`src/rtl/mccoy_host.sv`:
```
// mccoy_host: host driver for the McCoy tile's 8-bit io pair.
// Loads a program, clocks and resets the CPU, feeds instructions.
//
// Ports:
//   clk, reset         system clock, sync active-high reset
//   load_valid/data    program word in (opcode[2:0], field[5:3])
//   load_ready         word accepted (IDLE only)
//   run, run_cycles    start pulse and CPU cycle count (0 = open)
//   stop               end the run after the current low phase
//   cpu_io_in          [0]=cpu clk, [1]=cpu reset, [7:2]=instr
//   cpu_io_out         PC while cpu clk high, x8 while low
//   pc_out, x8_out     last sampled PC / x8
//   sample_valid       pulse when x8_out updates
//   busy, done         run in progress / end-of-run pulse
//   cycles             CPU rising edges in RUN (saturating)
// Optional MCCOY_HOST_BKPT_EN adds bkpt_en, bkpt_pc, bkpt_hit.

module mccoy_host #(
  parameter int PROG_DEPTH = 32,
  parameter int HALF       = 2
) (
  input  logic        clk,
  input  logic        reset,
  input  logic        load_valid,
  input  logic [5:0]  load_data,
  output logic        load_ready,
  input  logic        run,
  input  logic [15:0] run_cycles,
  input  logic        stop,
  output logic [7:0]  cpu_io_in,
  input  logic [7:0]  cpu_io_out,
  output logic [7:0]  pc_out,
  output logic [7:0]  x8_out,
  output logic        sample_valid,
  output logic        busy,
  output logic        done,
  output logic [15:0] cycles
`ifdef MCCOY_HOST_BKPT_EN
  ,
  input  logic        bkpt_en,
  input  logic [7:0]  bkpt_pc,
  output logic        bkpt_hit
`endif
);

  localparam int AW = $clog2(PROG_DEPTH);
  localparam int HW = (HALF > 1) ? $clog2(HALF) : 1;
  localparam logic [HW-1:0] HLAST = HW'(HALF - 1);

  typedef enum logic [1:0] {
    S_IDLE,
    S_CPURST,
    S_RUN,
    S_DONE
  } state_t;

  state_t state_q, state_d;

  logic [5:0]    mem [PROG_DEPTH];
  logic [AW-1:0] wptr_q, wptr_d;
  logic [HW-1:0] hcnt_q, hcnt_d;
  logic          cclk_q, cclk_d;
  logic          crst_q, crst_d;
  logic [5:0]    instr_q, instr_d;
  logic [7:0]    pc_q, pc_d;
  logic [7:0]    x8_q, x8_d;
  logic          sv_q, sv_d;
  logic          busy_q, busy_d;
  logic          done_q, done_d;
  logic          rdy_q, rdy_d;
  logic [15:0]   cyc_q, cyc_d;
  logic [15:0]   n_q, n_d;
  logic          stop_q, stop_d;
  logic          rper_q, rper_d;
  logic          bpend_q, bpend_d;
  logic          wr_en;
  logic          half_end;
  logic          end_now;
  logic          bp_match;
`ifdef MCCOY_HOST_BKPT_EN
  logic          bhit_q, bhit_d;

  assign bp_match = bkpt_en && (cpu_io_out == bkpt_pc);
`else
  assign bp_match = 1'b0;
`endif

  assign half_end = (hcnt_q == HLAST);

  always_comb begin
    state_d  = state_q;
    wptr_d   = wptr_q;
    hcnt_d   = hcnt_q;
    cclk_d   = cclk_q;
    crst_d   = crst_q;
    instr_d  = instr_q;
    pc_d     = pc_q;
    x8_d     = x8_q;
    sv_d     = 1'b0;
    done_d   = 1'b0;
    cyc_d    = cyc_q;
    n_d      = n_q;
    stop_d   = stop_q;
    rper_d   = rper_q;
    bpend_d  = bpend_q;
    wr_en    = 1'b0;
    end_now  = 1'b0;
`ifdef MCCOY_HOST_BKPT_EN
    bhit_d   = bhit_q;
`endif
    unique case (state_q)
      S_IDLE: begin
        cclk_d  = 1'b0;
        crst_d  = 1'b1;
        instr_d = '0;
        if (load_valid && rdy_q) begin
          wr_en  = 1'b1;
          wptr_d = wptr_q + 1'b1;
        end
        if (run) begin
          state_d = S_CPURST;
          n_d     = run_cycles;
          cyc_d   = '0;
          cclk_d  = 1'b1;
          hcnt_d  = '0;
          rper_d  = 1'b0;
          stop_d  = 1'b0;
          bpend_d = 1'b0;
`ifdef MCCOY_HOST_BKPT_EN
          bhit_d  = 1'b0;
`endif
        end
      end
      S_CPURST, S_RUN: begin
        hcnt_d = half_end ? '0 : hcnt_q + 1'b1;
        if (stop) stop_d = 1'b1;
        // End of high phase: capture PC, fetch its word.
        if (half_end && cclk_q) begin
          cclk_d  = 1'b0;
          pc_d    = cpu_io_out;
          instr_d = mem[cpu_io_out[AW-1:0]];
          if (state_q == S_RUN && bp_match)
            bpend_d = 1'b1;
        end
        // End of low phase: capture x8, then rise or finish.
        if (half_end && !cclk_q) begin
          if (state_q == S_RUN) begin
            x8_d = cpu_io_out;
            sv_d = 1'b1;
          end
          end_now = stop_q || stop || bpend_q ||
                    (state_q == S_RUN && n_q != '0 &&
                     cyc_q == n_q);
          if (end_now) begin
            state_d = S_DONE;
            crst_d  = 1'b1;
            instr_d = '0;
            done_d  = 1'b1;
`ifdef MCCOY_HOST_BKPT_EN
            bhit_d  = bpend_q;
`endif
          end else begin
            cclk_d = 1'b1;
            if (state_q == S_RUN || rper_q)
              cyc_d = (cyc_q == 16'hFFFF) ? cyc_q
                                          : cyc_q + 16'd1;
            if (state_q == S_CPURST) begin
              if (rper_q) begin
                state_d = S_RUN;
                crst_d  = 1'b0;
              end else begin
                rper_d = 1'b1;
              end
            end
          end
        end
      end
      S_DONE: begin
        state_d = S_IDLE;
        cclk_d  = 1'b0;
        crst_d  = 1'b1;
        instr_d = '0;
      end
      default: state_d = S_IDLE;
    endcase
    rdy_d  = (state_d == S_IDLE);
    busy_d = (state_d == S_CPURST) ||
             (state_d == S_RUN);
  end

  always_ff @(posedge clk) begin
    if (reset) begin
      state_q <= S_IDLE;
      wptr_q  <= '0;
      hcnt_q  <= '0;
      cclk_q  <= 1'b0;
      crst_q  <= 1'b1;
      instr_q <= '0;
      pc_q    <= '0;
      x8_q    <= '0;
      sv_q    <= 1'b0;
      busy_q  <= 1'b0;
      done_q  <= 1'b0;
      rdy_q   <= 1'b0;
      cyc_q   <= '0;
      n_q     <= '0;
      stop_q  <= 1'b0;
      rper_q  <= 1'b0;
      bpend_q <= 1'b0;
`ifdef MCCOY_HOST_BKPT_EN
      bhit_q  <= 1'b0;
`endif
    end else begin
      state_q <= state_d;
      wptr_q  <= wptr_d;
      hcnt_q  <= hcnt_d;
      cclk_q  <= cclk_d;
      crst_q  <= crst_d;
      instr_q <= instr_d;
      pc_q    <= pc_d;
      x8_q    <= x8_d;
      sv_q    <= sv_d;
      busy_q  <= busy_d;
      done_q  <= done_d;
      rdy_q   <= rdy_d;
      cyc_q   <= cyc_d;
      n_q     <= n_d;
      stop_q  <= stop_d;
      rper_q  <= rper_d;
      bpend_q <= bpend_d;
`ifdef MCCOY_HOST_BKPT_EN
      bhit_q  <= bhit_d;
`endif
    end
  end

  always_ff @(posedge clk) begin
    if (reset) begin
      for (int i = 0; i < PROG_DEPTH; i++)
        mem[i] <= '0;
    end else if (wr_en) begin
      mem[wptr_q] <= load_data;
    end
  end

  assign cpu_io_in    = {instr_q, crst_q, cclk_q};
  assign load_ready   = rdy_q;
  assign pc_out       = pc_q;
  assign x8_out       = x8_q;
  assign sample_valid = sv_q;
  assign busy         = busy_q;
  assign done         = done_q;
  assign cycles       = cyc_q;
`ifdef MCCOY_HOST_BKPT_EN
  assign bkpt_hit     = bhit_q;
`endif

endmodule

```
`config.mk`:
```
export PLATFORM = sky130hd
export DESIGN_NAME = mccoy_host
export DESIGN_NICKNAME = d
export VERILOG_FILES = /design/src/rtl/mccoy_host.sv
export SDC_FILE = /design/constraint.sdc
export NUM_CORES = 1
export LEC_CHECK = 0
export CAP_MARGIN = 20
export CORE_MARGIN = 8
export CORE_UTILIZATION = 41
export DETAILED_ROUTE_END_ITERATION = 7
export PLACE_DENSITY = 0.7
export SETUP_SLACK_MARGIN = 0.3
export SLEW_MARGIN = 10
export SYNTH_ARGS = -nofsm -noshare
export SYNTH_HDL_FRONTEND = slang
export SYNTH_SLANG_ARGS = --single-unit
```
`constraint.sdc`:
```
create_clock -name clk -period 5.83 [get_ports clk]
set_clock_uncertainty 0.15 [all_clocks]
set_input_delay 1.166 -clock clk [delete_from_list [all_inputs] [get_ports clk]]
set_output_delay 1.166 -clock clk [all_outputs]
set_load 0.01 [all_outputs]
```
* Word level (Yosys, flattened, before mapping)
Memory sizes are Yosys's and may differ from the RTL's.
Index checks and enable logic that the tools add are counted.
** Storage, ports and cells
- Register bits :: 70
- Word-level logic and storage cells :: 112
- Memories kept :: 1
- Input bits :: 35
- Memory bits (writable) :: 192
- Output and inout bits :: 44
** Cells by class
- Bitwise operators :: 2
- $add $sub $neg :: 3
- Equal/unequal tests :: 16
- Reduce and logical (&&, ||, !) cells :: 27
- Muxes and demuxes :: 47
** Memories
- mem :: words 32, width 6, read ports 1, clocked after memory_dff 0, write ports 32, line 59 : logic [5:0] mem [PROG_DEPTH];
** Operators by type and width (number)
- $mux W16 :: 5
- $pmux W16 S2 :: 1
- $mux W1 :: 24
- $mux W6 :: 4
- $add A16 B1 Y16 const B :: 1
- $eq A16 B16 Y1 :: 1
- $eq A16 B16 Y1 const B :: 1
- $reduce_bool A16 Y1 :: 1
- $ne A2 B2 Y1 const B :: 7
- $pmux W6 S2 :: 1
- $mux W2 :: 5
- $reduce_and A3 Y1 :: 3
- $pmux W1 S2 :: 4
- $reduce_and A2 Y1 :: 4
- $eq A2 B2 Y1 const B :: 3
- $ne A3 B3 Y1 const B :: 2
- $pmux W2 S3 :: 1
- $reduce_and A6 Y1 :: 1
- $reduce_or A6 Y1 :: 1
- $add A5 B1 Y5 const B :: 1
- $logic_and A1 B1 Y1 :: 5
- $mux W5 :: 1
- $reduce_and A5 Y1 :: 1
- $eq A2 B1 Y1 const B :: 2
- other kinds (9) :: 15

* Depth between registers and ports, before layout
- Word-level depth :: 9
- Mapped depth :: 10

* Worst setup path before layout
Ideal clock, no wire load.
- Kind :: input -> register
- Start point :: in cpu_io_out[0]
- End point :: reg instr_q[0]
- Slack :: 2797 ps
- Arrival time :: 2768 ps
- Path buffers :: 2
- Stages on the path :: 7
- Required time :: 5565 ps
- Library setup time :: 115 ps
- Cell sequence :: buf_2 buf_2 mux4_2 mux2_2 o22ai_1 o31ai_1 and2_1
** On the way
- Word-level cells in the longest chain between the ends :: 5
** Ends and longest elaborated chain
- from (decl) :: line 31 : input logic [7:0] cpu_io_out,
- $mem_v2 Z32 W6 *
- $mux W6 * :: line 138 : if (half_end && cclk_q) begin
- $mux W6 :: line 154 : if (end_now) begin
- $mux W6 * :: line 146 : if (half_end && !cclk_q) begin
- $pmux W6 S2 * :: line 111 : unique case (state_q)
- to (signal assigned) :: line 219 : instr_q <= instr_d;
- to (decl) :: line 64 : logic [5:0] instr_q, instr_d;
Every way passes the cells marked *; elsewhere a longest branch is shown, timed or not.
A chain may end at the register's enable or synchronous reset.

* Final worst setup path
- Start point :: in cpu_io_out[3]
- End point :: reg instr_q[4]
The elaborated chain is that of the path after synthesis.

==> results.txt <==
----------------------------------------------------
[Final layout]
  Nets ... approximately 1,100
  Fraction of layout cells with a size suffix above 1 ... between 10 and 15%
  Final standard cell count with taps included and fillers excluded ... 1,510
  Layout overhead on the synthesized area ... 16.4%
  Ant. Diodes ... 0
  Non-Filler Cell Area, Final ... approximately 14,000 um2

[Die]
  Initial cell density of the core ... 41.6%
  Vertical extent of the die ... 190 um
  DIE AREA ... 35,900 um2
  CORE AREA ... 29,600 um2
  I/O Pins ... 79
  Placement Rows ... 63
  Die Width ... about 190 um

[Clocking]
  Clock tree from TritonCTS ... done
  Library cell used as clock root buffer ... sky130_fd_sc_hd__clkbuf_16
  Number of levels in the clock H-tree ... 1
  Number of CTS-inserted buffers ... 28
  Hold-fix buffer count after cts ... 0
  # Post-CTS Setup Buffers ... 0
  Number of gates resized after cts ... 0
  Later-pin clock latency in the skew report ... around 530 ps
  Clock slew at the register clock pins of the worst setup and hold paths ... ~60 ps
  Maximum buffer depth of the clock tree ... 3
  TritonCTS Sinks ... between 200 and 300

[Run status]
  Outcome ... complete, no violations

[Global route]
  Initial antenna violation count ... 0
  Wire length of the first global-routing pass ... roughly 46,000 um
  Total GRT Usage ... 16.0%
  Via count of the first global-routing pass ... approximately 8,000
  Remaining Overflow, GRT ... 0
  Maximum number of pins on one net before global-route repair ... slightly below 90

[Route]
  Post-detailed-route DRC marker count ... 0
  Total number of vias ... 8,211
  Number of iterations in the first detailed-routing pass ... 5
  Via density per instance ... around 5.4
  Total wire length after detailed routing ... 29,500 um
  Drt first-iter violations ... slightly below 800
  Final antenna-violating net count ... 0
  Routed WL per cell ... 19.5 um

[Worst setup path]
  Delay of the slowest critical-path stage ... between 700 and 800 ps
  Number of buffer and inverter instances along the worst setup path ... 1
  Crit path cell chain ... clkdlybuf4s50_1 -> nand4b_1 -> a211oi_1 -> a2111oi_0 -> nand2_1 -> o31ai_1 -> and2_1
  Critical path launch point type ... input pin
  Type of element capturing the critical path ... flop
  Crit path max-delay cell type ... sky130_fd_sc_hd__clkdlybuf4s50_1
  Kind of cell adding the most delay to the critical path ... compound AO/OA/AOI/OAI gates
  Arr. time, crit path ... ~3700 ps
  Type of the worst setup path ... input pin to flop
  Critical path peak fanout ... 14
  Required time at the worst-slack endpoint ... roughly 6000 ps

[Pwr]
  VDD IR-drop max ... between 200 and 250 uV
  Portion of total power attributed to combinational logic ... approximately 6.6%
  Sequential cell fraction of total power ... 49.9%
  Power density of the placed cells ... 292 nW/um2
  Leakage power summed over all cells ... between 5 and 6 nW
  Switching power share of the total ... between 20% and 30%
  Clock network fraction of design power ... around 44%
  Design internal power ... between 3 and 4 mW
  Net Sw Power ... around 0.92 mW

[Synthesis]
  Largest area contributor in the netlist ... sky130_fd_sc_hd__edfxtp_1
  Net count after synthesis ... 1,092
  Cell with the most instances after synthesis ... sky130_fd_sc_hd__and2_1
  Count of mapped cells out of synthesis ... approximately 1,000
  Number of storage elements in the synthesis netlist ... roughly 260
  Largest cells by area after synthesis ... sky130_fd_sc_hd__edfxtp_1 (47%), sky130_fd_sc_hd__dfxtp_1 (11%), sky130_fd_sc_hd__and2_1 (10%)
  Synth top area share ... a little under half
  Yosys synthesis warning count ... 0
  Share of synthesized area occupied by flip-flops and latches ... around three fifths
  Top flip-flop cell by instance count after synthesis ... sky130_fd_sc_hd__edfxtp_1
  Distinct cell type count of the synthesized netlist ... 51
  Post-Synthesis Mean Instance Area ... between 10 and 15 um2
  Most used standard cells in the synthesized netlist ... sky130_fd_sc_hd__and2_1 (199), sky130_fd_sc_hd__edfxtp_1 (192), sky130_fd_sc_hd__nand2_1 (83)
  Area of the mapped netlist ... between 10,000 and 15,000 um2
  Proportion of register bits with asynchronous set or reset after synthesis ... 0%
  Number of synthesized flops with an enable pin ... ~190

[Timing]
  Max Slew Vio Count ... 0
  Min cycle time layout ... roughly 3400 ps
  Final Hold Viols ... 0
  Slew of the pin with the lowest slew margin ... 1120 ps
  Total setup violations reported at the end of the flow ... 0
  Worst-case headroom to the max-slew limit ... 25.4%
  Aggregate negative setup slack ... 0 ps
  Final period util ... 57.5%
  Unrepaired setup endpoints after global routing ... false
  Maximum clock frequency ... approximately 0.30 GHz

[Placed design]
  Count of placed standard cells including taps ... about 1,500
  Detail Placement HPWL ... a little under 20,000 um
  Weighted congestion reported at the end of routability-driven placement ... around 0.8
  Number of port buffers ... a little under 80
  Dpl cell area ... about 13,000 um2

[Hold path]
  Hold Crit Class ... flop to flop

[Flow run]
  Max-cap check violation count ... 0

----------------------------------------------------
[worst reg2reg max path, stage by stage, from the launching register on]
cell                      delay (ps)
sky130_fd_sc_hd__dfxtp_1         330
sky130_fd_sc_hd__inv_1            90
sky130_fd_sc_hd__ha_1            320
sky130_fd_sc_hd__nand3_1         270
sky130_fd_sc_hd__nor2_1          270
sky130_fd_sc_hd__nand2_1         370
sky130_fd_sc_hd__nor2_1          470
sky130_fd_sc_hd__or2_2           300
[final cells by class]
type / count / area, um2
inverters: 7 / 26.3
well taps: 390 / 488
fillers: 2630 / 15300
multi-input cells: 709 / 4860
clock inverters: 12 / 115
repair buffers: 90 / 871
flip-flops and latches: 262 / 7170
clock buffers: 40 / 847
[cells in the final DEF (no fill, tap or decap), types with 5 or more instances in the layout]
| cell type | n |
|---|---|
| sky130_fd_sc_hd__o21ai_1 | 5 |
| sky130_fd_sc_hd__clkdlybuf4s50_1 | 75 |
| sky130_fd_sc_hd__nand2_1 | 83 |
| sky130_fd_sc_hd__or3_1 | 7 |
| sky130_fd_sc_hd__a211oi_1 | 18 |
| sky130_fd_sc_hd__edfxtp_1 | 192 |
| sky130_fd_sc_hd__and2_1 | 199 |
| sky130_fd_sc_hd__nand4_1 | 14 |
| sky130_fd_sc_hd__buf_4 | 12 |
| sky130_fd_sc_hd__nor2b_1 | 20 |
| sky130_fd_sc_hd__nand2b_1 | 8 |
| sky130_fd_sc_hd__dfxtp_1 | 70 |
| sky130_fd_sc_hd__mux2_2 | 13 |
| sky130_fd_sc_hd__or4_1 | 12 |
| sky130_fd_sc_hd__a21oi_1 | 52 |
| sky130_fd_sc_hd__mux2i_1 | 29 |
| sky130_fd_sc_hd__nand3_1 | 15 |
| sky130_fd_sc_hd__nor4_1 | 6 |
| sky130_fd_sc_hd__o31ai_1 | 15 |
| sky130_fd_sc_hd__nor3_1 | 8 |
| sky130_fd_sc_hd__xnor2_1 | 17 |
| sky130_fd_sc_hd__a31oi_1 | 6 |
| sky130_fd_sc_hd__mux4_2 | 30 |
| sky130_fd_sc_hd__clkbuf_16 | 29 |
| sky130_fd_sc_hd__nor2_1 | 66 |
| sky130_fd_sc_hd__inv_1 | 7 |
| sky130_fd_sc_hd__ha_1 | 10 |
| sky130_fd_sc_hd__o22ai_1 | 6 |
| sky130_fd_sc_hd__or2_2 | 33 |
| sky130_fd_sc_hd__a2111oi_0 | 6 |
| sky130_fd_sc_hd__clkbuf_8 | 8 |
[state kept, by name, summed over array words and instances (netlist names)]
| name | count |
|---|---|
| mem | 192 |
| crst_q | 1 |
| half_end | 1 |
| n_q | 16 |
| pc_out | 8 |
| cycles | 16 |
| load_ready | 1 |
| x8_out | 8 |
| sample_valid | 1 |
| stop_q | 1 |
| done | 1 |
| rper_q | 1 |
| wptr_q | 5 |
| cclk_q | 1 |
| instr_q | 6 |
| busy | 1 |
| state_q | 2 |
[power groups by stage]
stage,Clock (mW),Combinational (mW),Sequential [mW]
4_1_cts,1.84,0.277,2.09
3_5_place_dp,0,0.275,2.13
6_report,1.82,0.279,2.09
5_1_grt,1.92,0.300,2.10
3_3_place_gp,0,0.271,2.13
2_1_floorplan,0,0.185,2.12
[path summary, 6_finish.rpt]
kind	startpoint	end	slack (ps)	cells after the start
max	cpu_io_out[3]	instr_q[4]	2480	7
min	x8_out[3]	x8_out[3]	310	2
min reg2reg	x8_out[3]	x8_out[3]	310	2
max reg2reg	state_q[0]	mem[3][5]	2950	7
[metal layers]
metal	GRT usage [%]	vias to the layer above	share of wire, %
li1	-	3864	-
met1	22.5	4028	46
met2	24.5	282	45
met3	3.79	37	7.9
met4	3.82	0	1.9
met5	0	-	0
[cell families after synthesis]
logic type | after synthesis | synth area share [%]
xor gates and xnor gates | 18 | 1.28
adders and majority gates | 10 | 1.01
and+or+nand+nor | 489 | 22.0
DFF | 262 | 58.1
muxes | 72 | 9.01
buffers and inverters | 76 | 2.59
AOI/OAI and AO/OA | 120 | 6.07
[per-stage QoR]
step / worst slack, ps / util, % / hold WS (ps) / power [mW]
floorplan: 2800 / - / 289 / 2.30
global placement: 1960 / 45.2 / 295 / 2.40
detailed placement: 1930 / 45.2 / 299 / 2.41
CTS: 2480 / 48.4 / 308 / 4.21
global route: 2400 / 48.5 / 323 / 4.32
finish: 2480 / 48.5 / 306 / 4.20
Note: power is estimated with default switching activity, not from simulation.
